==> config.mk <==
export PLATFORM = sky130hd
export DESIGN_NAME = instr_fetch_unit
export DESIGN_NICKNAME = d
export VERILOG_FILES = /design/src/rtl/instr_fetch_unit.sv
export SDC_FILE = /design/constraint.sdc
export NUM_CORES = 1
export LEC_CHECK = 0
export BUFFER_PORTS_ARGS = -buffer_cell sky130_fd_sc_hd__buf_2
export CELL_PAD_IN_SITES_DETAIL_PLACEMENT = 0
export CELL_PAD_IN_SITES_GLOBAL_PLACEMENT = 1
export CORE_MARGIN = 2
export CORE_UTILIZATION = 34
export DETAILED_ROUTE_END_ITERATION = 8
export GPL_ROUTABILITY_DRIVEN = 0
export GPL_TIMING_DRIVEN = 0
export PLACE_DENSITY_LB_ADDON = 0.15
export SYNTH_ARGS = -nofsm -noshare
export SYNTH_HDL_FRONTEND = slang
export SYNTH_SLANG_ARGS = --single-unit
==> constraint.sdc <==
create_clock -name clk_i -period 2.75 [get_ports clk_i]
set_clock_uncertainty 0.1 [all_clocks]
set_input_delay 0 -clock clk_i [delete_from_list [all_inputs] [get_ports clk_i]]
set_output_delay 0 -clock clk_i [all_outputs]
set_load 0.03 [all_outputs]
==> src/rtl/instr_fetch_unit.sv <==
// Fetch stage: latches the PC, issues one instruction-memory request at a time,
// and hands {instr, pc, fault} to decode over a valid/ready handshake.
module instr_fetch_unit #(
    parameter int unsigned TIMEOUT_CYC = 64,
    parameter logic [31:0] NOP_INSTR   = 32'h0000_0013
) (
    input  logic        clk_i,
    input  logic        rst_i,
    input  logic        fetch_en_i,
    input  logic [31:0] pc_i,
    input  logic        flush_i,
    output logic        imem_req_o,
    output logic [31:0] imem_addr_o,
    input  logic        imem_gnt_i,
    input  logic        imem_rvalid_i,
    input  logic [31:0] imem_rdata_i,
    output logic        if_valid_o,
    input  logic        if_ready_i,
    output logic [31:0] if_instr_o,
    output logic [31:0] if_pc_o,
    output logic [1:0]  if_fault_o,
    output logic        pc_advance_o,
    output logic        halted_o,
    output logic [2:0]  state_o
);

    // Handshakes: imem request is transferred on a cycle with imem_req_o & imem_gnt_i;
    // imem_req_o/imem_addr_o hold until then unless a flush withdraws them. Decode
    // transfer happens on if_valid_o & if_ready_i; outputs hold until then.

    localparam int unsigned   CW       = (TIMEOUT_CYC > 1) ? $clog2(TIMEOUT_CYC) : 1;
    localparam logic [CW-1:0] CNT_LAST = CW'(TIMEOUT_CYC - 1);
    localparam logic [CW-1:0] CNT_MAX  = '1;

    localparam logic [1:0] F_NONE     = 2'b00;
    localparam logic [1:0] F_MISALIGN = 2'b01;
    localparam logic [1:0] F_TIMEOUT  = 2'b10;

    typedef enum logic [2:0] {
        S_IDLE  = 3'd0,
        S_REQ   = 3'd1,
        S_WAIT  = 3'd2,
        S_OUT   = 3'd3,
        S_DRAIN = 3'd4,
        S_HALT  = 3'd5
    } state_e;

    state_e        state_q, state_d;
    logic [31:0]   pc_q, pc_d;
    logic [31:0]   instr_q, instr_d;
    logic [1:0]    fault_q, fault_d;
    logic [CW-1:0] cnt_q, cnt_d;
    logic          pc_advance;

    always_ff @(posedge clk_i or posedge rst_i) begin
        if (rst_i) begin
            state_q <= S_IDLE;
            pc_q    <= '0;
            instr_q <= '0;
            fault_q <= F_NONE;
            cnt_q   <= '0;
        end else begin
            state_q <= state_d;
            pc_q    <= pc_d;
            instr_q <= instr_d;
            fault_q <= fault_d;
            cnt_q   <= cnt_d;
        end
    end

    always_comb begin
        state_d    = state_q;
        pc_d       = pc_q;
        instr_d    = instr_q;
        fault_d    = fault_q;
        cnt_d      = cnt_q;
        pc_advance = 1'b0;
        case (state_q)
            S_IDLE: begin
                if (fetch_en_i && !flush_i) begin
                    pc_d = pc_i;
                    if (pc_i[1:0] != 2'b00) begin
                        instr_d = NOP_INSTR;
                        fault_d = F_MISALIGN;
                        state_d = S_OUT;
                    end else begin
                        state_d = S_REQ;
                    end
                end
            end
            S_REQ: begin
                if (imem_gnt_i) begin
                    cnt_d   = '0;
                    state_d = flush_i ? S_DRAIN : S_WAIT;
                end else if (flush_i) begin
                    state_d = S_IDLE;
                end
            end
            S_WAIT: begin
                // A flush never lets a response reach decode; an unanswered request must drain.
                if (flush_i) begin
                    state_d = imem_rvalid_i ? S_IDLE : S_DRAIN;
                end else if (imem_rvalid_i) begin
                    instr_d = imem_rdata_i;
                    fault_d = F_NONE;
                    state_d = S_OUT;
                end else if (cnt_q == CNT_LAST) begin
                    instr_d = NOP_INSTR;
                    fault_d = F_TIMEOUT;
                    state_d = S_OUT;
                end else if (cnt_q != CNT_MAX) begin
                    cnt_d = cnt_q + CW'(1);
                end
            end
            S_OUT: begin
                if (flush_i) begin
                    state_d = S_IDLE;
                end else if (if_ready_i) begin
                    pc_advance = 1'b1;
                    state_d    = (fault_q == F_TIMEOUT) ? S_HALT : S_IDLE;
                end
            end
            S_DRAIN: begin
                if (imem_rvalid_i) begin
                    state_d = S_IDLE;
                end
            end
            S_HALT: begin
                state_d = S_HALT;
            end
            default: begin
                state_d = S_IDLE;
            end
        endcase
    end

    assign imem_req_o   = (state_q == S_REQ);
    assign imem_addr_o  = pc_q;
    assign if_valid_o   = (state_q == S_OUT);
    assign if_instr_o   = instr_q;
    assign if_pc_o      = pc_q;
    assign if_fault_o   = fault_q;
    assign pc_advance_o = pc_advance;
    assign halted_o     = (state_q == S_HALT);
    assign state_o      = state_q;

endmodule

Word level (Yosys, flattened, before mapping)
Index checks and enable logic that the tools add are counted.
{ "totals": {"ff_bits": 75, "output_inout_bits": 105} }
{ "classes": {"addsub": 1, "eq_ne": 20, "muxes": 35, "n_reduce_logical": 10} }
{ "ops": {"columns": ["op", "count"], "rows": [
  ["$mux W32", 5],
  ["$pmux W32 S2", 1],
  ["$mux W3", 12],
  ["$mux W6", 5],
  ["$pmux W3 S6", 1],
  ["$ne A2 B2 Y1 const B", 7],
  ["$mux W2", 6],
  ["$pmux W6 S2", 1],
  ["$reduce_and A5 Y1", 2],
  ["$add A6 B1 Y6 const B", 1],
  ["$eq A3 B2 Y1 const B", 2],
  ["$eq A3 B3 Y1 const B", 2],
  ["$eq A6 B6 Y1 const B", 1],
  ["$ne A3 B2 Y1 const B", 2],
  ["$ne A6 B6 Y1 const B", 1],
  ["$reduce_and A6 Y1", 1],
  ["$reduce_bool A2 Y1", 3],
  ["$ne A4 B4 Y1 const B", 1],
  ["$pmux W2 S2", 1],
  ["$eq A3 B1 Y1 const B", 1],
  ["$logic_not A3 Y1", 1],
  ["$mux W1", 3],
  ["$ne A3 B3 Y1 const B", 1],
  ["$eq A2 B2 Y1 const B", 1],
  ["other kinds (4)", 4]
]} }

Longest topological paths before layout
{ "logic_depth": {"depth_word": 6, "mapped_depth": 7} }

Least setup slack after synthesis
OpenSTA, ideal clock, no wires.
{ "synth_timing": {"kind": "register -> register", "from": "register state_q[0] (netlist: state_o[0])", "to": "register cnt_q[1]", "setup_ps": 120, "arrival_ps": 2220, "required_ps": 2530, "setup_slack_ps": 310, "path_stages_with_launch": 5, "synth_period_minus_slack_ps": 2440, "cell_sequence": "dfrtp_1 -> buf_2 -> nor3b_1 -> nand2_1 -> a31o_2"} }
{ "synth_via": {"elab_chain_len": 3, "word_cells_on_any_way": 10, "cone_classes": "7 x eq/ne; 1 x mux; 2 x reduce/logical"} }
{ "synth_lines": {"columns": ["element", "line_no", "rtl"], "rows": [
  ["start: declaration", "48", "state_e state_q, state_d;"],
  ["start signal: assignment", "63", "state_q <= state_d;"],
  ["$eq A3 B1 Y1 *", null, null],
  ["named net imem_req_o", "12", "output logic imem_req_o,"],
  ["$ne A2 B1 Y1 (no line) or $reduce_bool A2 Y1 (tied branches)", null, null],
  ["$reduce_and A6 Y1 (no line)", null, null],
  ["end signal: assignment", "67", "cnt_q <= cnt_d;"],
  ["end: declaration", "52", "logic [CW-1:0] cnt_q, cnt_d;"]
]} }
Mark *: on every way through the listed nets, which the timed path passes. The rest lies on a longest branch.
A chain may end at the register's enable or synchronous reset.

Worst setup path after layout
{ "layout_timing": {"from": "register state_q[2] (netlist: state_o[2])", "to": "register state_q[2] (netlist: state_o[2])"} }
{ "layout_via": {"elab_chain_len": 3, "word_cells_on_any_way": 13, "cone_classes": "10 x eq/ne; 1 x mux; 2 x reduce/logical"} }
{ "layout_lines": {"columns": ["element", "line_no", "rtl"], "rows": [
  ["$eq A3 B2 Y1, or another cell as far along", "78", "case (state_q)"],
  ["$ne A4 B4 Y1 (no line), or another cell as far along", null, null],
  ["$reduce_and A5 Y1 (no line)", null, null]
]} }
Parallel ways exist; a longest one is shown, timed or not.

==> metrics <==
outcome complete, no violations; highest attainable clock frequency between 0.4 and 0.5 GHz; routed via count divided by cell count about 4.3; gr ovfl total 0; Core Footprint just over 0.01 sq mm; GR met1 Demand/Resource about a fifth; Pins Over Slew Limit 0; GR met2 Demand/Resource about 27%; average wire per standard cell between 10 and 15 um; fin nets approximately 640; predominant post-synthesis flop cell sky130_fd_sc_hd__dfrtp_1; summed instance area of the synthesized netlist about 0.0036 sq mm; sequential fraction of the synthesis area between 50% and 60%; most frequent cells in the layout sky130_fd_sc_hd__buf_2, sky130_fd_sc_hd__dfrtp_1, sky130_fd_sc_hd__dlygate4sd3_1; proportion of power drawn by the clock network 11.1%; number of max-cap violations 0; worst hold path class input pin to register; setup repair after global routing missed its margin no; total of buffers placed on input and output ports 175; post-detailed-routing wire length around 9.1 mm; initial standard-cell utilization of the core 35.0%; top cells by area in the synthesized netlist sky130_fd_sc_hd__dfrtp_1, sky130_fd_sc_hd__mux2_2, sky130_fd_sc_hd__mux2i_1; Detailed Route Iter0 Violations about 160; placed cells ~620; peak supply drop roughly 0.74 mV; number of global-route vias before repair about 3000; number of setup buffers added after CTS 0; met3 GRT Util around 4.4%; Critical Path Sink Type register; synthesized instance count 311; non-filler instance count after layout between 700 and 800; Num CTS Buffers 9; clock tree root driver cell sky130_fd_sc_hd__clkbuf_8; internal power summed over all cells ~0.0035 W; layout overhead on the synthesized area 53.4%; Critical Path RT ~2.9 ns; antenna violations before repair 0; clock tree from TritonCTS built; share of the synthesized area in the top cell type about half; Sw Pwr 0.00335 W; fill cell count between 900 and 1000; clk buf depth 2; Max-slew headroom 69.4%; DIE WIDTH approximately 110 um; number of nets still failing antenna checks after routing 0; count of unresolved DRC violations after routing 0; switching part of the total approximately 49%; post-cts gate resize count 0; Final Hold Violating Endpoints 0; most frequent standard cell in the layout excluding fill and tap cells sky130_fd_sc_hd__buf_2; final period demand of the worst path between 2 and 2.5 ns; number of enable-type register cells in the synthesized netlist 0; first-pass GRT wire length between 10 and 15 mm; Sink Count 75; critical path type register to register; I/O pin count roughly 180; Clock Latency Late Sink roughly 0.34 ns; distinct cell type count after synthesis between 40 and 50; largest fanout on the critical path 9; setup-violating endpoint count in the final report 0; height of the die 107 um; n_diodes 0; iteration count of the initial detailed-routing pass 6; Placement Rows 37; clock transition at the register clock pins on the worst setup and hold paths after CTS roughly 0.090 ns; count of yosys warnings during synthesis 0; overall via count from detail_route 3060; Post-Route Utilization a little over half; Flop pwr share between 20 and 30%; detailed placement HPWL 6.44 mm; nets in the synthesized netlist around 380; Most Crowded Layer GR met2; Power Density around 1200 mW/mm^2; overall global routing resource usage 16.0%; share of flip-flops with an asynchronous set or reset after synthesis 100%; count of H-tree levels built during CTS 3; critical path startpoint category register; hold_buf cts 67; data arrival time of the worst path 2.23 ns; ratio of cells with drive above 1 in the final layout about 48%; Die Outline Area approximately 0.011 sq mm; library cell with the largest summed area after synthesis sky130_fd_sc_hd__dfrtp_1; pin count of the biggest net entering global routing 42; leakage component of the power 2.89 nW; average instance area after synthesis between 10 and 15 sq um; Combinational Power Share 60.5%; Tcrit/Tclk final between 70% and 80%; pin slew with the least headroom to its limit ~0.46 ns; Yosys reg bits between 70 and 80
## worst max-delay path, cell delays in order (launching register included)
cell	delay, ns
sky130_fd_sc_hd__dfrtp_1	0.38
sky130_fd_sc_hd__buf_4	0.18
sky130_fd_sc_hd__nor4b_4	0.33
sky130_fd_sc_hd__o211ai_2	0.21
sky130_fd_sc_hd__nand3_1	0.14
sky130_fd_sc_hd__o32ai_1	0.09
sky130_fd_sc_hd__dlygate4sd3_1	0.55
## cell usage after synthesis, drive strengths merged (2+ instances only)
library cell	number
nand2b	3
nor3	2
or4	3
nand3	7
inv	34
nand2	37
nor2	3
buf	45
mux2	38
mux2i	30
and3	2
nor4b	2
a21oi	2
and4	2
o211ai	4
dfrtp	75
o21ai	4
## logic make-up (layout without fill, tap and decap cells)
group                      count (synthesis)  after routing  synth area share, %
and+or+nand+nor                           69             69                 10.6
buffers and inverters                     79            338                 12.8
muxes                                     68             68                 20.2
AOI/OAI and AO/OA                         19             19                 4.02
DFF                                       75             75                 52.0
adders and majority gates                  1              1                0.347
## metal layers
metal  share of wire [%]  wire, um
met1                  43      3950
met2                  49      4440
met3                 7.0       639
met4                0.56        51
met5                   0         0
## sequential cells by signal (all words and copies together), names as in the netlist
register,cells
cnt_q,6
if_pc_o,32
if_fault_o,2
state_o,3
if_instr_o,32
## final cells by class
cell class                 instances  area [sq um]  share of cell area, %
multi-input combinational        157          1270                   22.9
inverter                          34           130                   2.35
buffer                            45           335                   6.06
clock inverter                     5          38.8                  0.701
tap                              136           170                   3.07
sequential                        75          1880                   33.9
timing repair buffer             243          1570                   28.4
clock buffer                      11           141                   2.55
## power by group through the flow
| stage | clock network [W] | registers [W] | logic, W |
|---|---|---|---|
| after floorplan | 0 | 0.00292 | 0.00207 |
| after global placement | 0 | 0.00196 | 0.00411 |
| after detailed placement | 0 | 0.00197 | 0.00413 |
| after CTS | 0.000809 | 0.00196 | 0.00422 |
| after global routing | 0.000857 | 0.00204 | 0.00444 |
| final | 0.000767 | 0.00196 | 0.00418 |
## worst paths after layout
kind / depth (start not counted) / endpoint / from / slack [ns]
max in group asynchronous: 4 / cnt_q[3] / rst_i / 1.86
hold reg to reg: 1 / if_instr_o[0] / if_instr_o[0] / 0.41
hold / removal: 4 / cnt_q[5] / imem_gnt_i / 0.07
min in group asynchronous: 3 / if_pc_o[10] / rst_i / 0.13
setup reg to reg: 6 / state_o[2] / state_o[2] / 0.65
setup / recovery: 6 / state_o[2] / state_o[2] / 0.65
## metrics by stage
| step | TNS, ns | cell area (sq um) | hold WS [ns] | total power (W) | setup WS [ns] |
|---|---|---|---|---|---|
| after floorplan | 0 | 3610 | 0.0133 | 0.00500 | 0.310 |
| after detailed placement | 0 | 4690 | -0.0476 | 0.00611 | 0.735 |
| after CTS | 0 | 5540 | 0.0359 | 0.00698 | 0.640 |
| final | 0 | 5540 | 0.0659 | 0.00690 | 0.650 |
| after global placement | -23.09 | 4660 | 0.115 | 0.00607 | -0.313 |
| after global routing | 0 | 5540 | 0.0900 | 0.00734 | 0.520 |
Note: power is estimated with default switching activity, not from simulation.
